[src/rtl/iob_uart_bridge.sv]
// UART-to-IOb bridge: 8N1 command frames in, one IOb access per frame,
// serial response out (0xAA write ack, 4 read bytes, or 0xEE on bad command).
module iob_uart_bridge #(
    parameter int ADDR_W = 32,
    parameter int DATA_W = 32,
    parameter int DIV_W  = 16
) (
    input  logic                clk_i,
    input  logic                arst_n_i,
    input  logic [DIV_W-1:0]    bit_duration_i,
    input  logic                rxd_i,
    output logic                txd_o,
    output logic                iob_valid_o,
    output logic [ADDR_W-1:0]   iob_addr_o,
    output logic [DATA_W-1:0]   iob_wdata_o,
    output logic [DATA_W/8-1:0] iob_wstrb_o,
    input  logic                iob_ready_i,
    input  logic                iob_rvalid_i,
    input  logic [DATA_W-1:0]   iob_rdata_i,
    output logic                busy_o,
    output logic                frame_err_o
);

    typedef enum logic [2:0] {
        S_IDLE, S_CMD, S_ADDR, S_DATA, S_BUS, S_WAIT_R, S_TX
    } state_t;

    typedef enum logic [1:0] {
        RX_IDLE, RX_START, RX_DATA, RX_STOP
    } rx_t;

    state_t             r_state, w_nst;
    rx_t                r_rx_st, w_rx_nst;

    logic               r_rx_s1, r_rx_s2, r_rx_d;
    logic [DIV_W-1:0]   r_rx_cnt;
    logic [2:0]         r_rx_bit;
    logic [7:0]         r_rx_sh;
    logic               r_ferr;

    logic               r_wr;
    logic [1:0]         r_bcnt;
    logic [31:0]        r_addr;
    logic [DATA_W-1:0]  r_wdata;

    logic [31:0]        r_tx_buf;
    logic [2:0]         r_tx_left;
    logic [3:0]         r_tx_bit;
    logic [DIV_W-1:0]   r_tx_cnt;
    logic               r_txd;

    logic               w_rx_en, w_rx_tick, w_tx_tick;
    logic               w_rx_start, w_rx_done, w_rx_ferr;
    logic               w_cmd_ok;
    logic               w_tx_load;
    logic [31:0]        w_tx_data;
    logic [2:0]         w_tx_n;
    logic [DIV_W-1:0]   w_half, w_full;

    assign w_full    = bit_duration_i - DIV_W'(1);
    assign w_half    = {1'b0, bit_duration_i[DIV_W-1:1]} - DIV_W'(1);
    assign w_rx_tick = (r_rx_cnt == '0);
    assign w_tx_tick = (r_tx_cnt == '0);
    assign w_cmd_ok  = (r_rx_sh == 8'h01) || (r_rx_sh == 8'h02);
    // Receiver only listens while a command is being collected.
    assign w_rx_en   = (r_state == S_IDLE) || (r_state == S_CMD) ||
                       (r_state == S_ADDR) || (r_state == S_DATA);

    always_ff @(posedge clk_i or negedge arst_n_i) begin
        if (!arst_n_i) begin
            r_rx_s1 <= 1'b1;
            r_rx_s2 <= 1'b1;
            r_rx_d  <= 1'b1;
        end else begin
            r_rx_s1 <= rxd_i;
            r_rx_s2 <= r_rx_s1;
            r_rx_d  <= r_rx_s2;
        end
    end

    always_comb begin
        w_rx_nst   = r_rx_st;
        w_rx_start = 1'b0;
        w_rx_done  = 1'b0;
        w_rx_ferr  = 1'b0;
        if (!w_rx_en) begin
            w_rx_nst = RX_IDLE;
        end else begin
            unique case (r_rx_st)
                RX_IDLE: if (r_rx_d && !r_rx_s2) w_rx_nst = RX_START;
                RX_START: begin
                    if (w_rx_tick) begin
                        if (r_rx_s2) begin
                            w_rx_nst = RX_IDLE;
                        end else begin
                            w_rx_nst   = RX_DATA;
                            w_rx_start = 1'b1;
                        end
                    end
                end
                RX_DATA: begin
                    if (w_rx_tick && r_rx_bit == 3'd7) w_rx_nst = RX_STOP;
                end
                RX_STOP: begin
                    if (w_rx_tick) begin
                        w_rx_nst  = RX_IDLE;
                        w_rx_done = r_rx_s2;
                        w_rx_ferr = !r_rx_s2;
                    end
                end
                default: w_rx_nst = RX_IDLE;
            endcase
        end
    end

    always_ff @(posedge clk_i or negedge arst_n_i) begin
        if (!arst_n_i) begin
            r_rx_st  <= RX_IDLE;
            r_rx_cnt <= '0;
            r_rx_bit <= '0;
            r_rx_sh  <= '0;
            r_ferr   <= 1'b0;
        end else begin
            r_rx_st <= w_rx_nst;
            r_ferr  <= w_rx_ferr;
            if (r_rx_st == RX_IDLE) begin
                r_rx_cnt <= w_half;
                r_rx_bit <= '0;
            end else if (w_rx_tick) begin
                r_rx_cnt <= w_full;
            end else begin
                r_rx_cnt <= r_rx_cnt - DIV_W'(1);
            end
            if (r_rx_st == RX_DATA && w_rx_tick) begin
                r_rx_sh  <= {r_rx_s2, r_rx_sh[7:1]};
                r_rx_bit <= r_rx_bit + 3'd1;
            end
        end
    end

    always_comb begin
        w_nst     = r_state;
        w_tx_load = 1'b0;
        w_tx_data = '0;
        w_tx_n    = 3'd1;
        unique case (r_state)
            S_IDLE: if (w_rx_start) w_nst = S_CMD;
            S_CMD: begin
                if (w_rx_ferr) begin
                    w_nst = S_IDLE;
                end else if (w_rx_done) begin
                    w_nst = w_cmd_ok ? S_ADDR : S_TX;
                    if (!w_cmd_ok) begin
                        w_tx_load = 1'b1;
                        w_tx_data = 32'hEE;
                    end
                end
            end
            S_ADDR: begin
                if (w_rx_ferr) begin
                    w_nst = S_IDLE;
                end else if (w_rx_done && r_bcnt == 2'd3) begin
                    w_nst = r_wr ? S_DATA : S_BUS;
                end
            end
            S_DATA: begin
                if (w_rx_ferr) begin
                    w_nst = S_IDLE;
                end else if (w_rx_done && r_bcnt == 2'd3) begin
                    w_nst = S_BUS;
                end
            end
            S_BUS: begin
                if (iob_ready_i) begin
                    // Read data may arrive together with the accept.
                    if (r_wr) begin
                        w_nst     = S_TX;
                        w_tx_load = 1'b1;
                        w_tx_data = 32'hAA;
                    end else if (iob_rvalid_i) begin
                        w_nst     = S_TX;
                        w_tx_load = 1'b1;
                        w_tx_data = iob_rdata_i;
                        w_tx_n    = 3'd4;
                    end else begin
                        w_nst = S_WAIT_R;
                    end
                end
            end
            S_WAIT_R: begin
                if (iob_rvalid_i) begin
                    w_nst     = S_TX;
                    w_tx_load = 1'b1;
                    w_tx_data = iob_rdata_i;
                    w_tx_n    = 3'd4;
                end
            end
            S_TX: begin
                if (w_tx_tick && r_tx_bit == 4'd9 && r_tx_left == 3'd1) begin
                    w_nst = S_IDLE;
                end
            end
            default: w_nst = S_IDLE;
        endcase
    end

    always_ff @(posedge clk_i or negedge arst_n_i) begin
        if (!arst_n_i) begin
            r_state <= S_IDLE;
            r_wr    <= 1'b0;
            r_bcnt  <= '0;
            r_addr  <= '0;
            r_wdata <= '0;
        end else begin
            r_state <= w_nst;
            if (r_state == S_CMD && w_rx_done) begin
                r_wr   <= (r_rx_sh == 8'h01);
                r_bcnt <= '0;
            end
            if (r_state == S_ADDR && w_rx_done) begin
                r_addr[{r_bcnt, 3'b000} +: 8] <= r_rx_sh;
                r_bcnt <= r_bcnt + 2'd1;
            end
            if (r_state == S_DATA && w_rx_done) begin
                r_wdata[{r_bcnt, 3'b000} +: 8] <= r_rx_sh;
                r_bcnt <= r_bcnt + 2'd1;
            end
        end
    end

    always_ff @(posedge clk_i or negedge arst_n_i) begin
        if (!arst_n_i) begin
            r_tx_buf  <= '0;
            r_tx_left <= '0;
            r_tx_bit  <= '0;
            r_tx_cnt  <= '0;
            r_txd     <= 1'b1;
        end else if (w_tx_load) begin
            r_tx_buf  <= w_tx_data;
            r_tx_left <= w_tx_n;
            r_tx_bit  <= '0;
            r_tx_cnt  <= w_full;
            r_txd     <= 1'b0;
        end else if (r_state == S_TX) begin
            if (w_tx_tick) begin
                r_tx_cnt <= w_full;
                if (r_tx_bit == 4'd9) begin
                    if (r_tx_left > 3'd1) begin
                        r_tx_buf  <= r_tx_buf >> 8;
                        r_tx_left <= r_tx_left - 3'd1;
                        r_tx_bit  <= '0;
                        r_txd     <= 1'b0;
                    end else begin
                        r_txd <= 1'b1;
                    end
                end else begin
                    r_tx_bit <= r_tx_bit + 4'd1;
                    r_txd    <= (r_tx_bit == 4'd8) ? 1'b1
                                                   : r_tx_buf[r_tx_bit[2:0]];
                end
            end else begin
                r_tx_cnt <= r_tx_cnt - DIV_W'(1);
            end
        end
    end

    assign txd_o       = r_txd;
    assign iob_valid_o = (r_state == S_BUS);
    assign iob_addr_o  = r_addr[ADDR_W-1:0];
    assign iob_wdata_o = r_wdata;
    assign iob_wstrb_o = (iob_valid_o && r_wr) ? '1 : '0;
    assign busy_o      = (r_state != S_IDLE);
    assign frame_err_o = r_ferr;

endmodule

[config.mk]
export PLATFORM = sky130hd
export DESIGN_NAME = iob_uart_bridge
export DESIGN_NICKNAME = d
export VERILOG_FILES = /design/src/rtl/iob_uart_bridge.sv
export SDC_FILE = /design/constraint.sdc
export NUM_CORES = 1
export LEC_CHECK = 0
export ABC_AREA = 1
export CORE_MARGIN = 2
export CORE_UTILIZATION = 50
export CTS_CLUSTER_SIZE = 28
export DETAILED_ROUTE_END_ITERATION = 16
export PLACE_DENSITY_LB_ADDON = 0.12
export SYNTH_ARGS = -nofsm -noshare
export SYNTH_HDL_FRONTEND = slang
export SYNTH_SLANG_ARGS = --single-unit
[constraint.sdc]
create_clock -name clk_i -period 2.1 [get_ports clk_i]
set_input_delay 0.315 -clock clk_i [delete_from_list [all_inputs] [get_ports clk_i]]
set_output_delay 0.315 -clock clk_i [all_outputs]
set_load 0.005 [all_outputs]
# [After elaboration in Yosys (flattened, before gate mapping)]
# Index checks and enable logic that the tools add are counted.
[op_classes] n_reduce_logical=31 magnitude_cmp=2 add_sub_neg=9 n_eq_ne=28 mux=86 n_shift=2
[ops] cell="two-way mux 32 bit" n=8
[ops] cell="one-hot mux 32 bit (3 select lines)" n=1
[ops] cell="two-way mux 16 bit" n=5
[ops] cell="two-way mux 3 bit" n=22
[ops] cell="bitwise mux 32 bit" n=2
[ops] cell="subtractor 16 x 1 -> 16 bit (second input constant)" n=3
[ops] cell="logical NOT 16 bit" n=2
[ops] cell="variable shift 8 x 7 -> 32 bit (first input constant)" n=1
[ops] cell="indexed part select 8 x 7 -> 32 bit" n=1
[ops] cell="two-way mux 4 bit" n=6
[ops] cell="two-way mux 8 bit" n=3
[ops] cell="two-way mux 1 bit" n=23
[ops] cell="two-way mux 2 bit" n=11
[ops] cell="inequality test 3 bit (second input constant)" n=7
[ops] cell="one-hot mux 3 bit (7 select lines)" n=1
[ops] cell="subtractor 15 x 1 -> 16 bit (second input constant)" n=1
[ops] cell="equality test 3 bit (second input constant)" n=4
[ops] cell="logical AND 1 bit" n=10
[ops] cell="nonzero test 2 bit" n=5
[ops] cell="equality test 4 bit (second input constant)" n=2
[ops] cell="equality test 8 x 1 -> 1 bit (second input constant)" n=1
[ops] cell="equality test 8 x 2 -> 1 bit (second input constant)" n=1
[ops] cell="one-hot mux 2 bit (4 select lines)" n=1
[ops] cell="AND reduction 4 bit" n=2
[ops] cell="other kinds (25)" n=35
[totals] elab_cells=176 output_inout_bits=72 inputBits=53 regBits=159

# [Depth between registers and ports, before layout]
# Gate-level depths: netlist (run 1).
[logic_depth] ltp_word=10 depth_mapped=15 ltp_nobuf=14

# [Least setup slack after synthesis (run 1)]
# OpenSTA, ideal clock, no wires.
[synth_timing] kind="reg2reg" from="register r_bcnt[0]" to="register r_addr[0], in the netlist iob_addr_o[0]" slack_ns=-0.132 t_required_ns=2.017 n_path_buf=2 setup_ns=0.083 period_less_slack_ns=2.232 t_arrival_ns=2.150 path_stages_with_launch=8 cell_sequence="dfrtp_1 > clkbuf_1 > clkbuf_1 > inv_1 > ha_1 > nor3_1 > nand2_1 > o21ai_0"
[synth_between] elab_chain_cells=3 elab_cells_between_ends=4 cone_classes="add/sub: 1; shift: 2; mux: 1"
[synth_rtl] item="from (decl)" line_no="42" source="logic [1:0] r_bcnt;"
[synth_rtl] item="from (signal assigned)" line_no="222" source="r_bcnt <= r_bcnt + 2'd1;"
[synth_rtl] item="from (signal assigned)" line_no="226" source="r_bcnt <= r_bcnt + 2'd1;"
[synth_rtl] item="negator 5 -> 7 bit (*)" line_no="221" source="r_addr[{r_bcnt, 3'b000} +: 8] <= r_rx_sh;"
[synth_rtl] item="indexed part select 8 x 7 -> 32 bit or variable shift 8 x 7 -> 32 bit (tied branches)" line_no="221"
[synth_rtl] item="bitwise mux 32 bit (*)" line_no="221"
[synth_rtl] item="to (signal, indexed assignment)" line_no="221"
[synth_rtl] item="to (decl)" line_no="43" source="logic [31:0] r_addr;"
# Every way passes the cells marked *; elsewhere a longest branch is shown, timed or not.
# A chain may end at the register's enable or synchronous reset.

# [Worst setup path after layout (run 1)]
[layout_timing] from="register r_rx_cnt[1]" to="register r_tx_buf[7]"
[layout_between] elab_chain_cells=9 elab_cells_between_ends=19 cone_classes="mux: 13; reduce/logical: 6"
[layout_rtl] item="from (decl)" line_no="36" source="logic [DIV_W-1:0] r_rx_cnt;"
[layout_rtl] item="from (signal assigned)" line_no="127" source="r_rx_cnt <= w_half;"
[layout_rtl] item="from (signal assigned)" line_no="130" source="r_rx_cnt <= w_full;"
[layout_rtl] item="from (signal assigned)" line_no="132" source="r_rx_cnt <= r_rx_cnt - DIV_W'(1);"
[layout_rtl] item="logical NOT 16 bit (*)" line_no="62" source="assign w_rx_tick = (r_rx_cnt == '0);"
[layout_rtl] item="two-way mux 1 bit" line_no="105" source="if (w_rx_tick) begin"
[layout_rtl] item="two-way mux 1 bit" line_no="89" source="unique case (r_rx_st)"
[layout_rtl] item="two-way mux 1 bit" line_no="86" source="if (!w_rx_en) begin"
[layout_rtl] item="two-way mux 1 bit" line_no="151" source="end else if (w_rx_done) begin"
[layout_rtl] item="two-way mux 1 bit" line_no="149" source="if (w_rx_ferr) begin"
[layout_rtl] item="one-hot mux 1 bit (3 select lines)" line_no="146" source="unique case (r_state)"
[layout_rtl] item="nonzero test 2 bit (no line)"
[layout_rtl] item="AND reduction 4 bit (no line)"
[layout_rtl] item="to (signal assigned)" line_no="239" source="r_tx_buf <= w_tx_data;"
[layout_rtl] item="to (signal assigned)" line_no="249" source="r_tx_buf <= r_tx_buf >> 8;"
[layout_rtl] item="to (decl)" line_no="46" source="logic [31:0] r_tx_buf;"
# Marked as above.

==> reports/metrics.yaml, run 1 <==
cts:
  cts_buffer_depth: 2
  cts_max_level: 4
  cts.sinks: 159
  cts_buffers: 17
  path_clk_slew_ns: 0.07
  cts_root_buf: "clkbuf_16"
  clkLatencyLatePin_ns: 0.44
  cts_tree: "yes"
sta:
  skew_ns: 0.0142
  finalCritPeriodShare_pct: 103
  setup_violations: 21
  slew_headroom_pct: 66.2
  min_period_ns: 2.16
  worst_pin_slew_ns: 0.507
  max_freq_ghz: 0.464
  holdWs_ns: 0.281
  setup_ws_ns: -0.0569
  fin_tns_setup_ns: -0.338
  slew_violations: 0
  hold_viol: 0
  rsz0062_at_grt: "yes"
synth:
  avgSynthCellArea_sq_um: 7.14
  synth_edf_count: 0
  synthTopCellsByArea: "dfrtp_1 43%, nand2_1 20%, o21ai_0 6.7%, nand3_1 6.2%, nor2_1 4.7%"
  synthFlopType: "dfrtp_1"
  yosysWarnings: 0
  syn_area_sq_um: 9070
  synth_top_cell_by_area: "dfrtp_1"
  post-synth-top-count-cell: "nand2_1"
  synth-seq-cells: 159
  synth_cell_types: 39
  synthTopCellsByCount: "492 x nand2_1, 155 x dfrtp_1, 122 x o21ai_0"
  synth_nets: 1344
  synth_top_area_share_pct: 42.7
  synthArstFlopShare_pct: 100
  ys_seq_area_share_pct: 43.9
  syn_inst: 1271
pwr:
  p_leak_uw: 0.00632
  power.density_nw_per_um2: 999
  p_sw_share_pct: 38.8
  p_seq_share_pct: 32.9
  peakVddDrop_uv: 722
  intPower_uw: 7710
  finalPower_uw: 12600
  pwr-share-comb_pct: 42.5
  p_switching_uw: 4890
  p_clk_share_pct: 24.6
status:
  outcome: "finished with violations"
  violations: "setup timing"
final_layout:
  utilization_pct: 70.4
  nets: 1601
  drive_above_1_share_pct: 16.7
  nFillCells: 1489
  n_antenna_cell: 0
  syn2layout_area_growth_pct: 39.0
global_routing:
  gr-total-overflow: 0
  grt_max_degree: 48
  grt_pass1_vias: 8801
  antenna_found_initial: 0
  grt_usage_pct: 28.0
  grt_first_pass_wirelength_mm: 43.8
drt:
  drc: 0
  post_drt_wl_per_cell_um: 15.2
  routed_wl_mm: 26.9
  drt-vias-per-instance: 5.19
  ant_nets: 0
  vias: 9189
  drtIter0Drc: 577
  dr.pass1.iters: 5
die:
  ioPinCount: 125
  core-area_sq_um: 17900
  die_h_um: 139
  start_util_pct: 50.7
  design.die.area_sq_um: 19200
  fp-row-count: 49
  die_w_um: 139
setup_path:
  worst_ep_arrival_time_ns: 2.48
  worstPathMaxFanout: 6
  critPathLaunchType: "register"
  crit_required_ns: 2.42
  crit_type: "register to register"
  crit_path_end_kind: "register"
place:
  dpl.hpwl_mm: 19.4
  port-buffer-count: 124
  dpl_worst_slack_ns: -0.136
  gp_congestion: 0.906
job:
  cap_violations: 0
min_path:
  hold_class: "input pin to register"
final cells by class:
| type | instances | area, sq um | share of cell area [%] |
|---|---|---|---|
| clock inverter | 14 | 148 | 1.17 |
| inverter | 106 | 398 | 3.16 |
| multi-input combinational | 967 | 4750 | 37.7 |
| timing repair buffer | 277 | 2620 | 20.7 |
| sequential | 159 | 3980 | 31.6 |
| clock buffer | 18 | 429 | 3.40 |
| tap | 229 | 287 | 2.27 |
cells in the final DEF, fill, tap and decap left out, drive strengths merged, types with 3 or more instances in the layout:
cell / instances
nand3: 115
o21ai: 122
a31oi: 4
nand2: 495
clkdlybuf4s50: 122
ha: 20
xor2: 15
buf: 151
clkinv: 5
inv: 112
dfrtp: 155
nand4: 9
dfstp: 4
o211ai: 9
o22ai: 7
clkbuf: 20
a21oi: 20
nor3: 12
o221ai: 3
nor2: 117
xnor2: 7
o311ai: 3
critical path, cell delays in order, from the launching register on:
cell,delay (ns)
dfrtp_1,0.41
inv_2,0.09
ha_4,0.15
inv_2,0.04
nor2_2,0.11
nand2_1,0.07
nor2_2,0.14
nand3_2,0.12
nor2_4,0.15
nand3_4,0.17
buf_8,0.20
buf_12,0.14
nand3_4,0.05
nand2_1,0.06
nand2_1,0.10
nand2_1,0.06
what timing repair did:
item                       CTS  global route
gates cloned                 2             3
gates resized for setup     15            55
hold endpoints to repair    38             0
hold buffers                 1             0
setup buffers                3             5
setup endpoints to repair   60           108
pin swaps                    4            43
through the flow:
stage	instances	instance area [sq um]
6_report	1770	12600
5_1_grt	1770	12600
3_3_place_gp	1724	11600
2_1_floorplan	1271	9080
4_1_cts	1762	12300
3_5_place_dp	1724	11600
power groups by stage:
stage / registers, uW / logic, uW / clock network [uW]
global placement: 4130 / 4840 / 0
finish: 4150 / 5350 / 3100
CTS: 4090 / 5030 / 3110
floorplan: 4120 / 2990 / 0
detailed placement: 4140 / 4900 / 0
global route: 4210 / 6040 / 3240
flip-flops by register name, indices dropped and copies added, names as in the netlist, 4 cells and up:
name and flops:
iob_addr_o 32, r_tx_cnt 16, r_rx_cnt 16, r_tx_buf 32, iob_wdata_o 32, r_rx_sh 8, r_tx_bit 4
cell families after synthesis:
group	synth area share [%]
AO/OA/AOI/OAI	10.5
XOR/XNOR	2.12
adder cells (fa/ha/maj)	2.76
buffers and inverters	6.74
flip-flops	43.9
AND/OR/NAND/NOR	34.0
worst paths after layout:
check	startpoint	to	slack (ns)	cells past startpoint
worst min register to register	r_rx_s1$_DFF_PN1_	r_rx_s2$_DFF_PN1_	0.36	0
worst min-delay path	rxd_i	r_rx_s1$_DFF_PN1_	0.28	1
worst max register to register	r_rx_cnt[1]$_DFF_PN0_	r_tx_buf[7]$_DFFE_PN0P_	-0.06	15
worst max-delay path	r_rx_cnt[1]$_DFF_PN0_	r_tx_buf[7]$_DFFE_PN0P_	-0.06	15
max in group asynchronous	arst_n_i	r_tx_cnt[10]$_DFFE_PN0P_	1.13	3
min in group asynchronous	arst_n_i	r_rx_bit[0]$_DFFE_PN0P_	0.39	2
metal layers:
metal | vias to the layer above | part of all wire (%) | track usage (%) | wire length (um)
met5 | - | 0 | 0 | 0
met4 | 0 | 2.0 | 7.23 | 532
met3 | 42 | 5.0 | 4.49 | 1360
met2 | 255 | 48 | 47.5 | 12900
met1 | 4281 | 45 | 37.8 | 12100
li1 | 4611 | - | - | -
(Power assumes the default switching activity.)
==> run 2: changes to the inputs <==
GPL_TIMING_DRIVEN = 0   (was default)
==> reports/metrics.yaml, run 2 (synthesis gave the netlist of run 1 again) <==
setup_path:
  worstPathMaxFanout: 7
  worst_ep_arrival_time_ns: 2.49
  r2r_slack_ns: -0.07
  reg2reg_to: "r_tx_buf[15]$_DFFE_PN0P_"
  crit_required_ns: 2.41
  crit_type: "register to register"
  critPathLaunchType: "register"
  crit_path_end_kind: "register"
  worst-r2r-cell-count: 12
  r2r-start: "r_state[2]$_DFFE_PN0P_"
final_layout:
  multi_input_area_sq_um: 4970
  n_antenna_cell: 0
  syn2layout_area_growth_pct: 34.3
  seq_area_sq_um: 3990
  layout_commonest_cell: "nand2_1"
  mostFrequentLayoutCells: "452 x nand2_1, 151 x dfrtp_1, 117 x o21ai_0, 117 x clkdlybuf4s50_1"
  stdcell_count: 1694
  drive_above_1_share_pct: 15.7
  nFillCells: 1531
  nets: 1525
sta:
  finalCritPeriodShare_pct: 104
  slew_headroom_pct: 59.2
  hold_viol: 0
  worst_pin_slew_ns: 0.612
  max_freq_ghz: 0.460
  skew_ns: 0.0107
  rsz0062_at_grt: "yes"
  setup_violations: 33
  min_period_ns: 2.17
  slew_violations: 0
  setup_ws_ns: -0.0735
die:
  die_w_um: 139
  start_util_pct: 50.7
  core-area_sq_um: 17900
  design.die.area_sq_um: 19200
  fp-row-count: 49
  die_h_um: 139
  ioPinCount: 125
drt:
  drc: 0
  dr.pass1.iters: 5
  routed_wl_mm: 25.9
  drt-vias-per-instance: 5.33
  drtIter0Drc: 712
  ant_nets: 0
  vias: 9033
  post_drt_wl_per_cell_um: 15.3
place:
  dpl_worst_slack_ns: -0.621
  port-buffer-count: 123
  dpl.hpwl_mm: 18.5
  gp_congestion: 0.990
  placed_cells: 1624
min_path:
  worstHoldPathCells: 1
  hold_class: "input pin to register"
  hold_path_end: "r_rx_s1$_DFF_PN1_"
  min_from: "rxd_i"
job:
  cap_violations: 0
global_routing:
  grt_pass1_vias: 8507
  grt_max_degree: 83
  antenna_found_initial: 0
  grt_first_pass_wirelength_mm: 42.2
  grt_usage_pct: 26.8
  gr-total-overflow: 0
cts:
  cts.sinks: 159
  cts_tree: "yes"
  path_clk_slew_ns: 0.06
  clkLatencyLatePin_ns: 0.43
  cts_buffer_depth: 2
  cts_buffers: 17
  cts_max_level: 4
  cts_root_buf: "clkbuf_16"
status:
  violations: "setup timing"
  outcome: "finished with violations"
pwr:
  peakVddDrop_uv: 727
  p_leak_uw: 0.00576
  power.density_nw_per_um2: 1010
run 2: cell count changes in the layout (fill, tap and decap cells not counted), moves of 7 or more:
cell      before  now
nand3_4        2    9
clkbuf_4       0    9
nor2_4         4   13
clkbuf_1       1    9
nand3_2       20    9
nand2_1      479  452
buf_6          8   15
buf_12        12    3
buf_4        130   36
nor2_1       102   88
nand2_2       12   37
run 2: metal layers:
metal | up-vias | track usage, % | wire [um]
met4 | 0 | 8.83 | 625
li1 | 4448 | - | -
met1 | 4243 | 36.6 | 11400
met3 | 53 | 3.97 | 1340
met2 | 289 | 44.3 | 12500
met5 | - | 0 | 0
run 2: cell type report:
type	instances	share of cell area (%)
multi-input cells	966	40.8
well taps	229	2.35
clock inverters	10	1.24
flip-flops and latches	159	32.7
plain buffers	38	2.47
repair buffers	164	13.3
clock buffers	22	3.81
inverters	106	3.32
run 2: power by group:
group | leakage (uW) | internal (uW) | switching (uW) | total [uW]
clock network | 0.000293 | 1950 | 1300 | 3260
logic | 0.00348 | 1900 | 2860 | 4760
registers | 0.00199 | 3690 | 604 | 4290
run 2: repair_timing:
item                                    4_1_cts  5_1_grt
endpoints found under the setup margin      144      144
pin swaps                                    11       22
resized for setup                            94      110
gates cloned                                  6        1
endpoints found under the hold margin        74        0
hold buffers                                  1        0
buffers inserted                             22       12
run 2: worst max path at each step:
stage                                 from                         end  slack (ns)
floorplan            r_bcnt[0]$_DFFE_PN0P_  iob_addr_o[16]$_DFFE_PN0P_        0.09
global placement                  arst_n_i     r_tx_cnt[1]$_DFFE_PN0P_       -5.83
detailed placement       bit_duration_i[1]    r_tx_cnt[11]$_DFFE_PN0P_       -0.62
CTS                  r_rx_cnt[1]$_DFF_PN0_    r_tx_buf[23]$_DFFE_PN0P_       -0.07
global route        r_state[2]$_DFFE_PN0P_    r_tx_buf[15]$_DFFE_PN0P_       -0.18
finish              r_state[2]$_DFFE_PN0P_    r_tx_buf[15]$_DFFE_PN0P_       -0.07
run 2: worst max-delay path: stages (launching register included):
cell	delay, ns
dfrtp_2	0.48
inv_1	0.16
nand3_2	0.15
nor2_2	0.20
nand3_4	0.11
nor2_4	0.12
nand3_4	0.13
buf_8	0.17
o211ai_4	0.11
nand2_2	0.16
buf_6	0.17
nand2_1	0.06
nand2_1	0.05
run 2: stage by stage:
| step | instance area (sq um) | setup TNS, ns | hold WS (ns) | power, uW | utilization, % |
|---|---|---|---|---|---|
| floorplan | 9080 | 0 | 0.0194 | 7100 | - |
| global placement | 10600 | -944.97 | 0.347 | 8160 | 59.2 |
| finish | 12200 | -1.60 | 0.292 | 12300 | 68.1 |
| global route | 12200 | -6.26 | 0.299 | 13200 | 68.1 |
| detailed placement | 10600 | -35.14 | 0.337 | 8240 | 59.4 |
| CTS | 11800 | -1.87 | 0.292 | 11800 | 65.7 |
==> run 3: changes to the inputs <==
SLEW_MARGIN = 40   (was default)
==> reports/metrics.yaml, run 3 (synthesis gave the netlist of run 1 again) <==
setup_path:
  critPathLaunchType: "register"
  crit_path_end_kind: "register"
  crit_type: "register to register"
  worstPathMaxFanout: 7
  crit_required_ns: 2.46
  worst-r2r-cell-count: 12
  worst_ep_arrival_time_ns: 2.50
global_routing:
  grt_pass1_vias: 8492
  gr-total-overflow: 0
  grt_first_pass_wirelength_mm: 42.1
  grt_max_degree: 67
  grt_usage_pct: 26.6
  antenna_found_initial: 0
drt:
  drc: 0
  drt-vias-per-instance: 5.36
  drtIter0Drc: 689
  ant_nets: 0
  vias: 9109
  dr.pass1.iters: 7
  routed_wl_mm: 26.0
  post_drt_wl_per_cell_um: 15.3
sta:
  skew_ns: 0.0149
  worst_pin_slew_ns: 0.531
  setup_ws_ns: -0.0391
  slew_violations: 0
  hold_viol: 0
  finalCritPeriodShare_pct: 102
  holdWs_ns: 0.302
  min_period_ns: 2.14
  fin_tns_setup_ns: -0.0941
  rsz0062_at_grt: "yes"
  slew_headroom_pct: 64.5
  max_freq_ghz: 0.467
  setup_violations: 12
cts:
  cts_root_buf: "clkbuf_16"
  path_clk_slew_ns: 0.06
  clkLatencyLatePin_ns: 0.43
  cts_max_level: 4
  cts_buffers: 17
  cts_tree: "yes"
  cts_buffer_depth: 2
  cts.sinks: 159
die:
  design.die.area_sq_um: 19200
  core-area_sq_um: 17900
  start_util_pct: 50.7
  ioPinCount: 125
  die_w_um: 139
  die_h_um: 139
  fp-row-count: 49
final_layout:
  drive_above_1_share_pct: 15.7
  syn2layout_area_growth_pct: 34.4
  mostFrequentLayoutCells: "457 x nand2_1, 151 x dfrtp_1, 116 x clkdlybuf4s50_1"
  nets: 1531
  utilization_pct: 68.1
  layout_commonest_cell: "nand2_1"
  n_antenna_cell: 0
job:
  cap_violations: 0
pwr:
  p_leak_uw: 0.00586
  power.density_nw_per_um2: 1010
  peakVddDrop_uv: 696
status:
  violations: "setup timing"
  outcome: "finished with violations"
min_path:
  worstHoldPathCells: 1
  hold_class: "input pin to register"
place:
  port-buffer-count: 123
  gp_congestion: 0.990
  dpl_worst_slack_ns: -0.629
  dpl.hpwl_mm: 18.5
-- run 3: cell count changes in the layout (fill, tap and decap cells not counted), sizes merged --
cell and delta:
buf +9, clkbuf -2, bufinv +1, clkdlybuf4s50 -1
clkinvlp -1, dlymetal6s2s +1, nand2 -1
-- run 3: repair_timing --
item                       4_1_cts  5_1_grt
pin swaps                       13       30
gates resized for setup         85      111
hold endpoints to repair        25        0
setup endpoints to repair      144      140
buffers inserted                18       21
hold buffers                     1        0
cloned                           4        1
-- run 3: worst max-delay path, stage by stage, from the launching register on --
cell	delay (ns)
dfrtp_2	0.47
inv_1	0.14
nand3_2	0.14
nor2_2	0.20
nand3_4	0.11
nor2_4	0.13
nand3_4	0.11
buf_8	0.16
buf_8	0.13
o311ai_4	0.13
buf_6	0.20
nand2_1	0.06
nand2_1	0.07
-- run 3: per-layer routing --
metal | track usage, % | share of wire [%] | up-vias
met4 | 8.56 | 1.7 | 0
li1 | - | - | 4454
met2 | 44.5 | 49 | 340
met3 | 3.63 | 5.9 | 43
met1 | 36.1 | 43 | 4272
met5 | 0 | 0 | -
-- run 3: through the flow --
stage | area [sq um] | std cells | total power, uW
finish | 12200 | 1700 | 12300
global route | 12200 | 1700 | 13200
CTS | 11700 | 1679 | 11900
detailed placement | 10700 | 1625 | 8240
global placement | 10600 | 1623 | 8160
floorplan | 9080 | 1271 | 7100
-- run 3: worst paths after layout --
path	from	end	slack, ns
max	r_state[2]$_DFFE_PN0P_	r_tx_buf[6]$_DFFE_PN0P_	-0.04
min	rxd_i	r_rx_s1$_DFF_PN1_	0.30
max reg2reg	r_state[2]$_DFFE_PN0P_	r_tx_buf[6]$_DFFE_PN0P_	-0.04
min reg2reg	r_rx_s1$_DFF_PN1_	r_rx_s2$_DFF_PN1_	0.35
max in group asynchronous	arst_n_i	txd_o$_DFFE_PN1P_	1.11
min in group asynchronous	arst_n_i	r_tx_cnt[3]$_DFFE_PN0P_	0.35
-- run 3: area by class of cell --
class                           instances  area, sq um
Fill cell                            1533         5700
Clock inverter                         10          174
Multi-Input combinational cell        965         4900
Timing Repair Buffer                  170         1670
Clock buffer                           22          474
Inverter                              106          407
Buffer                                 39          294
Tap cell                              229          287
Sequential cell                       159         3990
-- run 3: power breakdown --
| part | switching (uW) | leakage [uW] | internal, uW |
|---|---|---|---|
| clock network | 1280 | 0.000313 | 2110 |
| registers | 588 | 0.00199 | 3690 |
| logic | 2830 | 0.00356 | 1850 |
| total | 4700 | 0.00586 | 7640 |
